<file path="config.mk">
export PLATFORM = sky130hd
export DESIGN_NAME = dvp_transmitter_flat
export DESIGN_NICKNAME = d
export VERILOG_FILES = /design/src/rtl/dvp_pkg.sv /design/src/rtl/dvp_transmitter_if.sv /design/src/rtl/dvp_timing_gen.sv /design/src/rtl/dvp_transmitter.sv /design/src/flat_wrapper.sv
export SDC_FILE = /design/constraint.sdc
export NUM_CORES = 1
export LEC_CHECK = 0
export ABC_AREA = 1
export CAP_MARGIN = 20
export CORE_MARGIN = 1.5
export CORE_UTILIZATION = 45
export CTS_CLUSTER_DIAMETER = 40
export DETAILED_ROUTE_END_ITERATION = 12
export PLACE_DENSITY_LB_ADDON = 0.12
export SYNTH_ARGS = -nofsm -noshare
export SYNTH_HDL_FRONTEND = slang
export SYNTH_SLANG_ARGS = --single-unit
</file>
<file path="constraint.sdc">
create_clock -name pclk -period 4.71 [get_ports pclk]
set_input_delay 0.7065 -clock pclk [delete_from_list [all_inputs] [get_ports pclk]]
set_output_delay 0.7065 -clock pclk [all_outputs]
set_load 0.02 [all_outputs]
</file>
<file path="src/rtl/dvp_pkg.sv">
// Shared definitions for the DVP transmitter/receiver pair: FSM state encoding,
// default video timing and counter sizing helpers.
package dvp_pkg;

  typedef enum logic [2:0] {
    IDLE,
    VSYNC,
    VBACK,
    ACTIVE,
    HBLANK,
    VFRONT
  } dvp_state_t;

  localparam int DEF_H_ACTIVE    = 640;
  localparam int DEF_H_BLANK     = 144;
  localparam int DEF_V_ACTIVE    = 480;
  localparam int DEF_VSYNC_LINES = 3;
  localparam int DEF_V_BACK      = 17;
  localparam int DEF_V_FRONT     = 10;

  // Width of a counter that must hold values 0 .. n-1 (never narrower than 1 bit).
  function automatic int cnt_w(input int n);
    return (n > 1) ? $clog2(n) : 1;
  endfunction

  function automatic int max4(input int a, input int b, input int c, input int d);
    int m;
    m = a;
    if (b > m) m = b;
    if (c > m) m = c;
    if (d > m) m = d;
    return m;
  endfunction

endpackage

</file>
<file path="src/rtl/dvp_transmitter_if.sv">
// AXI-stream byte sink feeding the DVP transmitter; tlast marks end of line,
// tuser marks the first byte of a frame.
interface dvp_transmitter_if;
  logic [7:0] tdata;
  logic       tvalid;
  logic       tready;
  logic       tlast;
  logic       tuser;

  modport master (output tdata, output tvalid, output tlast, output tuser, input tready);
  modport slave  (input tdata, input tvalid, input tlast, input tuser, output tready);
endinterface

</file>
<file path="src/rtl/dvp_timing_gen.sv">
// Frame timing sequencer: walks VSYNC/VBACK/ACTIVE/HBLANK/VFRONT with a byte
// counter inside each line period and a line counter inside each span.
module dvp_timing_gen
  import dvp_pkg::*;
#(
  parameter int H_ACTIVE    = DEF_H_ACTIVE,
  parameter int H_BLANK     = DEF_H_BLANK,
  parameter int V_ACTIVE    = DEF_V_ACTIVE,
  parameter int VSYNC_LINES = DEF_VSYNC_LINES,
  parameter int V_BACK      = DEF_V_BACK,
  parameter int V_FRONT     = DEF_V_FRONT,
  localparam int BW = cnt_w(H_ACTIVE + H_BLANK),
  localparam int LW = cnt_w(max4(V_ACTIVE, VSYNC_LINES, V_BACK, V_FRONT))
) (
  input  logic          pclk,
  input  logic          rst,
  input  logic          start,
  input  logic          cont,
  output dvp_state_t    state,
  output logic [BW-1:0] byte_cnt,
  output logic [LW-1:0] line_cnt
);

  localparam logic [BW-1:0] BYTE_LAST = BW'(H_ACTIVE + H_BLANK - 1);
  localparam logic [BW-1:0] ACT_LAST  = BW'(H_ACTIVE - 1);

  logic [LW-1:0] span_last;
  dvp_state_t    span_next;
  logic          line_end;
  logic          span_end;

  // HBLANK closes a line of the active span, so it shares the span bookkeeping.
  always_comb begin
    span_last = '0;
    span_next = IDLE;
    case (state)
      VSYNC:   begin span_last = LW'(VSYNC_LINES - 1); span_next = VBACK;  end
      VBACK:   begin span_last = LW'(V_BACK - 1);      span_next = ACTIVE; end
      HBLANK:  begin span_last = LW'(V_ACTIVE - 1);    span_next = VFRONT; end
      VFRONT:  begin span_last = LW'(V_FRONT - 1);     span_next = cont ? VSYNC : IDLE; end
      default: ;
    endcase
  end

  assign line_end = (byte_cnt == BYTE_LAST);
  assign span_end = line_end && (line_cnt == span_last);

  always_ff @(posedge pclk or posedge rst) begin
    if (rst) begin
      state    <= IDLE;
      byte_cnt <= '0;
      line_cnt <= '0;
    end else begin
      case (state)
        IDLE: begin
          byte_cnt <= '0;
          line_cnt <= '0;
          if (start) state <= VSYNC;
        end
        ACTIVE: begin
          byte_cnt <= byte_cnt + BW'(1);
          if (byte_cnt == ACT_LAST) state <= HBLANK;
        end
        default: begin
          if (!line_end) begin
            byte_cnt <= byte_cnt + BW'(1);
          end else begin
            byte_cnt <= '0;
            if (span_end) begin
              line_cnt <= '0;
              state    <= span_next;
            end else begin
              line_cnt <= line_cnt + LW'(1);
              if (state == HBLANK) state <= ACTIVE;
            end
          end
        end
      endcase
    end
  end

endmodule

</file>
<file path="src/rtl/dvp_transmitter.sv">
// DVP transmitter: paces an AXI-stream byte source onto href/vsync/dout with
// fixed frame timing, flagging underruns and line/frame marker mismatches.
module dvp_transmitter
  import dvp_pkg::*;
#(
  parameter int H_ACTIVE    = DEF_H_ACTIVE,
  parameter int H_BLANK     = DEF_H_BLANK,
  parameter int V_ACTIVE    = DEF_V_ACTIVE,
  parameter int VSYNC_LINES = DEF_VSYNC_LINES,
  parameter int V_BACK      = DEF_V_BACK,
  parameter int V_FRONT     = DEF_V_FRONT
) (
  input  logic             pclk,
  input  logic             rst,
  input  logic             enable,
  dvp_transmitter_if.slave s,
  output logic [7:0]       dout,
  output logic             href,
  output logic             vsync,
  output logic             underrun,
  output logic             sync_err
);

  localparam int BW = cnt_w(H_ACTIVE + H_BLANK);
  localparam int LW = cnt_w(max4(V_ACTIVE, VSYNC_LINES, V_BACK, V_FRONT));
  localparam logic [BW-1:0] ACT_LAST = BW'(H_ACTIVE - 1);

  dvp_state_t    state;
  logic [BW-1:0] byte_cnt;
  logic [LW-1:0] line_cnt;
  logic          in_active, first_byte, last_byte, err_now, start, cont;
  logic [7:0]    dout_reg;
  logic          href_reg, vsync_reg, underrun_reg, sync_err_reg, err_frame_reg;

  dvp_timing_gen #(
    .H_ACTIVE   (H_ACTIVE),
    .H_BLANK    (H_BLANK),
    .V_ACTIVE   (V_ACTIVE),
    .VSYNC_LINES(VSYNC_LINES),
    .V_BACK     (V_BACK),
    .V_FRONT    (V_FRONT)
  ) u_timing (
    .pclk    (pclk),
    .rst     (rst),
    .start   (start),
    .cont    (cont),
    .state   (state),
    .byte_cnt(byte_cnt),
    .line_cnt(line_cnt)
  );

  assign in_active  = (state == ACTIVE);
  assign first_byte = (byte_cnt == '0) && (line_cnt == '0);
  assign last_byte  = (byte_cnt == ACT_LAST);

  // In IDLE, stale bytes are flushed until a frame-start beat appears; that beat
  // is held back so it becomes byte 0 of line 0.
  assign s.tready = ~rst & (in_active | ((state == IDLE) & ~s.tuser));
  assign start    = (state == IDLE) & enable & s.tvalid & s.tuser;
  assign cont     = enable & ~err_frame_reg;
  assign err_now  = in_active & s.tvalid &
                    ((s.tlast != last_byte) | (s.tuser != first_byte));

  always_ff @(posedge pclk or posedge rst) begin
    if (rst) begin
      dout_reg      <= '0;
      href_reg      <= 1'b0;
      vsync_reg     <= 1'b0;
      underrun_reg  <= 1'b0;
      sync_err_reg  <= 1'b0;
      err_frame_reg <= 1'b0;
    end else begin
      href_reg      <= in_active;
      vsync_reg     <= (state == VSYNC);
      dout_reg      <= (in_active && s.tvalid) ? s.tdata : 8'h00;
      underrun_reg  <= in_active && !s.tvalid;
      sync_err_reg  <= err_now;
      err_frame_reg <= (state == IDLE) ? 1'b0 : (err_frame_reg | err_now);
    end
  end

  assign dout     = dout_reg;
  assign href     = href_reg;
  assign vsync    = vsync_reg;
  assign underrun = underrun_reg;
  assign sync_err = sync_err_reg;

endmodule

</file>
<file path="src/flat_wrapper.sv">
// flat-port wrapper written by rule: the top's interface ports become plain ports
module dvp_transmitter_flat import dvp_pkg::*;
#(
  parameter int H_ACTIVE    = DEF_H_ACTIVE,
  parameter int H_BLANK     = DEF_H_BLANK,
  parameter int V_ACTIVE    = DEF_V_ACTIVE,
  parameter int VSYNC_LINES = DEF_VSYNC_LINES,
  parameter int V_BACK      = DEF_V_BACK,
  parameter int V_FRONT     = DEF_V_FRONT
)
  (pclk, rst, enable, dout, href, vsync, underrun, sync_err, s_tdata, s_tvalid, s_tlast, s_tuser, s_tready);
  dvp_transmitter_if s_i ();
  input  logic pclk;
  input  logic rst;
  input  logic enable;
  output logic [7:0] dout;
  output logic href;
  output logic vsync;
  output logic underrun;
  output logic sync_err;
  input wire logic [$bits(s_i.tdata)-1:0] s_tdata;
  input wire logic [$bits(s_i.tvalid)-1:0] s_tvalid;
  input wire logic [$bits(s_i.tlast)-1:0] s_tlast;
  input wire logic [$bits(s_i.tuser)-1:0] s_tuser;
  output wire logic [$bits(s_i.tready)-1:0] s_tready;
  assign s_i.tdata = s_tdata;
  assign s_i.tvalid = s_tvalid;
  assign s_i.tlast = s_tlast;
  assign s_i.tuser = s_tuser;
  assign s_tready = s_i.tready;
  dvp_transmitter #(.H_ACTIVE(H_ACTIVE), .H_BLANK(H_BLANK), .V_ACTIVE(V_ACTIVE), .VSYNC_LINES(VSYNC_LINES), .V_BACK(V_BACK), .V_FRONT(V_FRONT)) u_core (.pclk(pclk), .rst(rst), .enable(enable), .s(s_i), .dout(dout), .href(href), .vsync(vsync), .underrun(underrun), .sync_err(sync_err));
endmodule
</file>
# After elaboration in Yosys (flattened, before gate mapping)
# Index checks and enable logic that the tools add are counted.
dict set report totals {
  regBits 35
  input_bits 14
  output_inout_bits 13
  word_cells 67
}
dict set report op_classes {
  addsub 2
  n_eq_ne 12
  mux 16
  bitwise 15
  reduce_logical 13
}
# operator count
set op_table {}
lappend op_table {{9-bit one-hot mux with 4 select lines} 1}
lappend op_table {{10-bit equality test, second input constant} 2}
lappend op_table {{10-bit one-hot mux with 2 select lines} 1}
lappend op_table {{9-bit two-way mux} 2}
lappend op_table {{9-bit one-hot mux with 2 select lines} 1}
lappend op_table {{3-bit two-way mux} 5}
lappend op_table {{3-bit one-hot mux with 4 select lines} 1}
lappend op_table {{10-bit by 1-bit adder with 10-bit output, second input constant} 1}
lappend op_table {{10-bit zero test} 1}
lappend op_table {{10-bit two-way mux} 1}
lappend op_table {{9-bit by 1-bit adder with 9-bit output, second input constant} 1}
lappend op_table {{9-bit equality test} 1}
lappend op_table {{9-bit zero test} 1}
lappend op_table {{1-bit AND} 8}
lappend op_table {{8-bit two-way mux} 1}
lappend op_table {{3-bit by 2-bit equality test with 1-bit output, second input constant} 2}
lappend op_table {{3-bit equality test, second input constant} 2}
lappend op_table {{3-bit one-hot mux with 2 select lines} 1}
lappend op_table {{1-bit logical AND} 4}
lappend op_table {{1-bit NOT} 4}
lappend op_table {{4-bit AND reduction} 1}
lappend op_table {{4-bit nonzero test} 1}
lappend op_table {{3-bit by 1-bit equality test with 1-bit output, second input constant} 1}
lappend op_table {{3-bit zero test} 1}
lappend op_table {{9 further kinds} 13}

# Depth between registers and ports, before layout
# Gate-level depths: netlist of the first run.
dict set report depth {
  depth_word 7
  ltp_mapped 13
  mapped_depth_nobuf 13
}

# Cells and area by module
# A second synthesis of the first run with hierarchy kept.
dict set report unflattened {
  hier_cells 283
  hier_area_um2 2102.0
}
# mod instances cells_per_inst area_per_inst_um2 seq_area_each_um2
set modules_own_cells {}
lappend modules_own_cells {dvp_timing_gen 1 196 1451.4 550.5}
lappend modules_own_cells {dvp_transmitter 1 87 650.6 325.3}

# Least setup slack after synthesis of the first run
# Ideal clock, no wire load.
dict set report synth_timing {
  path_type {register to output}
  from {register u_core.u_timing.state[2]}
  to {output port s_tready}
  arrival_ps 1445
  required_ps 4003
  setup_slack_ps 2558
  path_stages_with_launch 8
  n_path_buf 0
  cell_sequence {dfrtp_1 inv_2 nand2_1 nor2_4 inv_2 nand2_1 inv_1 a211oi_1}
}
dict set report synth_via {
  word_cells_on_any_way 5
  classes_between {eq/ne: 1; bitwise: 3; reduce/logical: 1}
}
# element line_no
set synth_lines {}
lappend synth_lines {{start, declared} dvp_timing_gen.sv:19} ;# output dvp_state_t state,
lappend synth_lines {{start signal, assigned} dvp_timing_gen.sv:71} ;# state <= span_next;
lappend synth_lines {{3-bit by 2-bit equality test with 1-bit output} dvp_transmitter.sv:52} ;# assign in_active = (state == ACTIVE);
lappend synth_lines {{named net u_core.in_active} dvp_transmitter.sv:31} ;# logic in_active, first_byte, last_byte, err_now, start, cont;
lappend synth_lines {{1-bit bitwise OR} dvp_transmitter.sv:58} ;# assign s.tready = ~rst & (in_active | ((state == IDLE) & ~s.tuser));
lappend synth_lines {{1-bit AND} dvp_transmitter.sv:58}
lappend synth_lines {{end, declared} flat_wrapper.sv:25} ;# output wire logic [$bits(s_i.tready)-1:0] s_tready;
# The timed path passes the listed nets, and every way through them passes these cells.

# Worst setup path in the final report of the first run
# Ends and elaborated chain as after synthesis.

==> results by group, run 1 <==
Run status
  • Status: finished clean

Global route
  • Vias in the first global route: 1517
  • Grt total ovfl: 0
  • Initial antenna violation count: 0
  • Gr usage total: 20.1%
  • First-pass GRT wire length: 6840 um
  • Largest net degree at the start of global routing: 36

Min path
  • HP Class: flip-flop to flip-flop
  • Worst hold path depth: 1

Yosys
  • Main synth FF type: dfrtp_1
  • Post-synthesis cell type count: 31
  • Syn_area_per_cell: 7.99 um^2
  • Async SR Flop Fraction: 100%
  • Synth Warn #: 0
  • Post-synthesis sequential area ratio: 45.3%
  • Synth Register Bits: 35
  • Synth Cell Area: 1930 um^2
  • Synth area leaders: dfrtp_1 45%, nand2_1 9.5%, inv_1 7.6%, nor2_1 6.0%, nand4_1 3.2%
  • Synth area leader: dfrtp_1
  • Top-area cell type share of the netlist area: 45.3%
  • Syn nets: 260
  • Post-Synthesis Cells: 242
  • Post-synth EDFFs: 0

Clock tree
  • CTS tree: built
  • Postcts setup bufs: 0
  • Num CTS Buffers: 5
  • H-tree levels: 2
  • Clock slew at reported path FFs: 0.07 ns
  • Later-pin clock latency in the skew report: 0.29 ns
  • Longest Clk Path Bufs: 2
  • Clk root buf: clkbuf_8
  • CTS sink cnt: 35
  • Post_cts resized: 0
  • CTS Hold Bufs: 0

Place
  • I/O Buffers: 26
  • Placer Congestion: 0.781
  • Post-DP HPWL: 3090 um
  • Pre-CTS setup slack: 1.96 ns

Power
  • Switching portion of total power: 39.8%
  • Reg power frac: 32.1%
  • Comb pwr share: 41.1%
  • Worst VDD drop: 265 uV
  • Total power: 1.22 mW
  • P_sw: 488 uW
  • Pwr dens: 512 nW/um^2
  • Pint: 737 uW
  • Lkg Pwr: 1.19 nW
  • Clock group share of total power: 26.8%

Floorplan
  • Die area: 4700 um^2
  • Die Ht: 68.6 um
  • Core Box Area: 4060 um^2
  • Starting density of the core: 47.7%
  • I/O pins: 27
  • Row count: 23
  • Chip Width: 68.6 um

Final layout
  • Max reg flops: 10
  • Most frequent cells in the layout: 49 x nand2_1, 39 x inv_1, 35 x dfrtp_1
  • Share of layout cells above drive strength 1: 13.4%
  • # diodes: 0
  • Nets: 293
  • Leading cell type in the layout, fill and taps excluded: nand2_1
  • Layout area overhead: 23.7%

STA
  • Relative slew slack: 61.7%
  • RSZ-0062 raised after global routing: no
  • Fmax: 341 MHz
  • Setup violators final: 0
  • Clock skew: 0.00772 ns
  • Final Hold Fails: 0
  • Min Clock Period, post-route: 2.94 ns
  • Worst slew pin tran: 0.574 ns
  • Pins Over Slew Limit: 0
  • Final period utilization: 62.3%
  • Setup TNS: 0 ns
  • Fin worst setup slack: 1.77 ns

Worst setup path
  • Delay of the slowest critical-path stage: 0.66 ns
  • Setup CP Type: flip-flop to output pin
  • CP endpoint kind: output pin
  • Critical Path AT: 2.23 ns
  • Slowest cell on the critical path: clkdlybuf4s50_1
  • Max FO, Critical Path: 7
  • Req. time, crit path: 4.00 ns
  • R2R setup slack: 2.76 ns
  • Worst Setup Start Kind: flip-flop
  • Critical path cell sequence: inv_2 -> nand2_1 -> nor2_4 -> inv_2 -> nand2_1 -> inv_1 -> a211oi_1 -> clkdlybuf4s50_1
  • FF-to-FF path depth: 10

Detailed routing
  • Detail-routed via count per cell: 5.00
  • Wire per inst: 12.9 um
  • Total vias in the final route: 1630
  • DRT antenna net count: 0
  • Drt drc: 0
  • DRT Wirelength: 4200 um
  • 1st-iter DRT viols: 102
  • DR pass1 iterations: 4

Run
  • Max cap viols: 0
-- cells in the mapped netlist, drive strengths merged (2+ instances only) --
master	n
o22ai	2
nand2	55
nand4	10
o21ai	11
nand3	16
dfrtp	35
nor4	2
ha	4
xor2	3
a21oi	12
inv	43
nor2	38
and3	2
nor3	3
-- logic make-up (layout without fill, tap and decap cells) --
logic type      after synthesis  after routing  synth area share [%]
compound gates               28             28                  8.93
xor+xnor                      4              4                  1.81
fa+ha+maj                     4              4                  2.59
buf+inv                      45             79                  8.99
flops                        35             35                  45.3
simple gates                126            126                  32.4
-- area by class of cell --
| class | instances | area (um^2) |
|---|---|---|
| sequential | 35 | 876 |
| tap | 50 | 62.6 |
| multi-input combinational | 162 | 885 |
| fill | 379 | 1660 |
| inverter | 44 | 166 |
| timing repair buffer | 27 | 268 |
| clock buffer | 5 | 68.8 |
| clock inverter | 3 | 67.6 |
-- layer usage --
metal	vias up	track usage [%]	share of wire, %
met2	26	32.5	50
li1	834	-	-
met1	764	24.8	45
met5	-	0	0
met3	6	5.84	3.5
met4	0	8.75	1.5
-- critical path, delay by kind of cell (launching register included) --
| kind | cells | cell delay [ns] |
|---|---|---|
| AOI/OAI and AO/OA | 1 | 0.21 |
| buffers and inverters | 4 | 0.93 |
| DFF | 1 | 0.43 |
| and+or+nand+nor | 3 | 0.36 |
-- through the flow --
| stage | instances | cell area [um^2] | hold slack [ns] | util [%] |
|---|---|---|---|---|
| 2_1_floorplan | 242 | 1930 | 0.431 | - |
| 3_3_place_gp | 318 | 2260 | 0.452 | 55.6 |
| 3_5_place_dp | 318 | 2260 | 0.456 | 55.6 |
| 6_report | 326 | 2390 | 0.463 | 59.0 |
| 4_1_cts | 326 | 2390 | 0.466 | 59.0 |
| 5_1_grt | 326 | 2390 | 0.489 | 59.0 |
-- worst paths after layout --
| check | startpoint | endpoint |
|---|---|---|
| max | u_core.u_timing.state[2] | s_tready |
| max reg2reg | u_core.u_timing.byte_cnt[0] | u_core.u_timing.line_cnt[6] |
| min reg2reg | u_core.u_timing.byte_cnt[0] | u_core.u_timing.byte_cnt[0] |
| max in group asynchronous | rst | u_core.u_timing.byte_cnt[3] |
| min | u_core.u_timing.byte_cnt[0] | u_core.u_timing.byte_cnt[0] |
| min in group asynchronous | rst | u_core.dout[1] |
-- power groups by stage --
| stage | Clock [mW] | Combinational [mW] | Sequential, mW |
|---|---|---|---|
| after global routing | 0.344 | 0.563 | 0.401 |
| after floorplan | 0 | 0.350 | 0.415 |
| after detailed placement | 0 | 0.506 | 0.400 |
| final | 0.328 | 0.503 | 0.394 |
| after global placement | 0 | 0.500 | 0.398 |
| after CTS | 0.332 | 0.507 | 0.394 |
No activity file was read; power rests on OpenSTA's default activity.
==> run 2, diff against run 1 <==
==> constraint.sdc (replaced) <==
create_clock -name pclk -period 2.9 [get_ports pclk]
set_input_delay 0.435 -clock pclk [delete_from_list [all_inputs] [get_ports pclk]]
set_output_delay 0.435 -clock pclk [all_outputs]
set_load 0.02 [all_outputs]
==> run 2 against run 1 <==
Compared with the run above:
- sequential share of layout area rose by 0.82 points
- setup slack worse by 1.4 ns
- hold slack hardly changed
- routed wire length fell by 3.6%
- via count down 1.6%
- sequential power rose by 62%
- die area unchanged
- clock-buffer cell count unchanged
- clock power grew 5%
- critical path depth unchanged
- power is 46% higher
- register-to-register slack got worse by 1.8 ns
==> results by group, run 2 (synthesized netlist as in run 1, its figures left out) <==
Global route
  • Initial antenna violation count: 0 (unchanged)
  • Largest net degree at the start of global routing: 36 (unchanged)
  • Vias in the first global route: 1488 (-1.9%)
  • Gr usage total: 20.2% (+0.17 points)
  • Grt total ovfl: 0 (unchanged)
  • First-pass GRT wire length: 6890 um (+0.72%)

Final layout
  • Layout area overhead: 21.0%
  • Filler Cell Count: 364 (-4.0%)
  • # diodes: 0 (unchanged)
  • Leading cell type in the layout, fill and taps excluded: nand2_1
  • Multi-input gate area: 885 um^2 (unchanged)
  • Share of layout cells above drive strength 1: 13.4% (unchanged)
  • Most frequent cells in the layout: 49 x nand2_1, 39 x inv_1, 35 x dfrtp_1
  • Max reg flops: 10 (unchanged)
  • Nets: 293 (unchanged)
  • Sequential Area: 876 um^2 (unchanged)
  • Finished Cell Area: 2340 um^2 (-2.2%)

Run
  • Max cap viols: 0 (unchanged)

Power
  • Switching portion of total power: 43.2% (+3.3 points)
  • P_sw: 774 uW (+59%)
  • Comb pwr share: 45.2% (+4.1 points)
  • Clock group share of total power: 19.2% (-7.6 points)
  • Reg power frac: 35.7% (+3.6 points)
  • Pint: 1.02 mW (+38%)
  • Lkg Pwr: 1.17 nW (-1.4%)
  • Pwr dens: 766 nW/um^2 (+50%)
  • Worst VDD drop: 356 uV (+35%)

STA
  • Final Hold Fails: 0 (unchanged)
  • Final period utilization: 88.7%
  • Clock skew: 0.00462 ns (-0.00309 ns)
  • Worst slew pin tran: 0.585 ns (+0.0115 ns)
  • RSZ-0062 raised after global routing: no
  • Fmax: 389 MHz
  • Relative slew slack: 60.9% (-0.77 points)
  • Setup violators final: 0 (unchanged)
  • Setup TNS: 0 ns (unchanged)
  • Pins Over Slew Limit: 0 (unchanged)
  • Min Clock Period, post-route: 2.57 ns

Detailed routing
  • Detail-routed via count per cell: 4.92 (-1.6%)
  • DRT Wirelength: 4050 um (-3.6%)
  • DRT antenna net count: 0 (unchanged)
  • 1st-iter DRT viols: 74 (-27%)
  • Drt drc: 0 (unchanged)
  • DR pass1 iterations: 4 (unchanged)
  • Total vias in the final route: 1604 (-1.6%)
  • Wire per inst: 12.4 um (-3.6%)

Clock tree
  • Num CTS Buffers: 5 (unchanged)
  • Clk root buf: clkbuf_8
  • Clock slew at reported path FFs: 0.07 ns (about the same)
  • CTS tree: built
  • Post_cts resized: 0 (unchanged)
  • CTS sink cnt: 35 (unchanged)
  • Longest Clk Path Bufs: 2 (unchanged)
  • CTS Hold Bufs: 0 (unchanged)
  • H-tree levels: 2 (unchanged)
  • Postcts setup bufs: 0 (unchanged)
  • Later-pin clock latency in the skew report: 0.29 ns (about the same)

Place
  • Post-DP HPWL: 3020 um (-2.2%)
  • I/O Buffers: 26 (unchanged)
  • Placer Congestion: 0.808 (+3.5%)
  • DP Area: 2260 um^2 (unchanged)

Floorplan
  • Row count: 23 (unchanged)
  • I/O pins: 27 (unchanged)
  • Die Ht: 68.6 um (unchanged)
  • Die area: 4700 um^2 (unchanged)
  • Core Box Area: 4060 um^2 (unchanged)
  • Chip Width: 68.6 um (unchanged)
  • Starting density of the core: 47.7% (unchanged)

Worst setup path
  • Slowest cell on the critical path: clkdlybuf4s50_1
  • Critical path cell sequence: inv_2 -> nand2_1 -> nor2_4 -> inv_2 -> nand2_1 -> inv_1 -> a211oi_1 -> clkdlybuf4s50_1
  • Req. time, crit path: 2.47 ns (-1.53 ns)
  • Max FO, Critical Path: 7 (unchanged)
  • Crit path max-delay family: buffers and inverters
  • Delay of the slowest critical-path stage: 0.64 ns (-0.02 ns)
  • CP endpoint kind: output pin
  • CP bufs+invs: 4 (unchanged)
  • Worst Setup Start Kind: flip-flop
  • Setup CP Type: flip-flop to output pin
  • Critical Path AT: 2.14 ns (-0.09 ns)

Run status
  • Status: finished clean

Min path
  • HP Class: flip-flop to flip-flop
## run 2: changes by cell type in the layout (fill, tap and decap cells not counted), sizes merged
cell | previous run | this run
bufinv | 2 | 0
clkinv | 1 | 4
clkinvlp | 1 | 0
## run 2: final cells by class
type	instances	area share, %
Clock buffer	5	2.94
Multi-Input combinational cell	162	37.8
Tap cell	50	2.67
Timing Repair Buffer	27	11.4
Inverter	44	7.11
Sequential cell	35	37.4
Clock inverter	3	0.641
## run 2: final timing paths
| check | start | to | slack (ns) | cells past startpoint |
|---|---|---|---|---|
| hold reg to reg | u_core.u_timing.byte_cnt[0] | u_core.u_timing.byte_cnt[0] | 0.46 | 1 |
| setup reg to reg | u_core.u_timing.byte_cnt[0] | u_core.u_timing.line_cnt[6] | 0.94 | 10 |
| setup / recovery | u_core.u_timing.state[2] | s_tready | 0.33 | 8 |
| hold / removal | u_core.u_timing.byte_cnt[0] | u_core.u_timing.byte_cnt[0] | 0.46 | 1 |
| min in group asynchronous | rst | u_core.underrun | 0.57 | 3 |
| max in group asynchronous | rst | u_core.u_timing.byte_cnt[5] | 2.00 | 3 |
## run 2: layer usage
metal | vias up | GRT usage [%] | routed length (um)
li1 | 833 | - | -
met1 | 745 | 27.5 | 1960
met2 | 20 | 30.6 | 1900
met3 | 6 | 5.68 | 125
met4 | 0 | 7.50 | 65
met5 | - | 0 | 0
## run 2: power groups by stage
stage	combinational, mW	clock, mW	sequential (mW)
4_1_cts	0.818	0.354	0.640
3_3_place_gp	0.814	0	0.645
2_1_floorplan	0.568	0	0.674
3_5_place_dp	0.815	0	0.650
5_1_grt	0.919	0.373	0.656
6_report	0.810	0.344	0.640
## run 2: stage by stage
step	hold slack (ns)	std cells	util [%]	setup WS (ns)	power, mW
CTS	0.467	326	57.7	0.311	1.81
floorplan	0.431	242	-	1.02	1.24
global route	0.533	326	57.7	0.178	1.95
finish	0.463	326	57.7	0.327	1.79
detailed placement	0.458	318	55.6	0.616	1.46
global placement	0.454	318	55.6	0.666	1.46
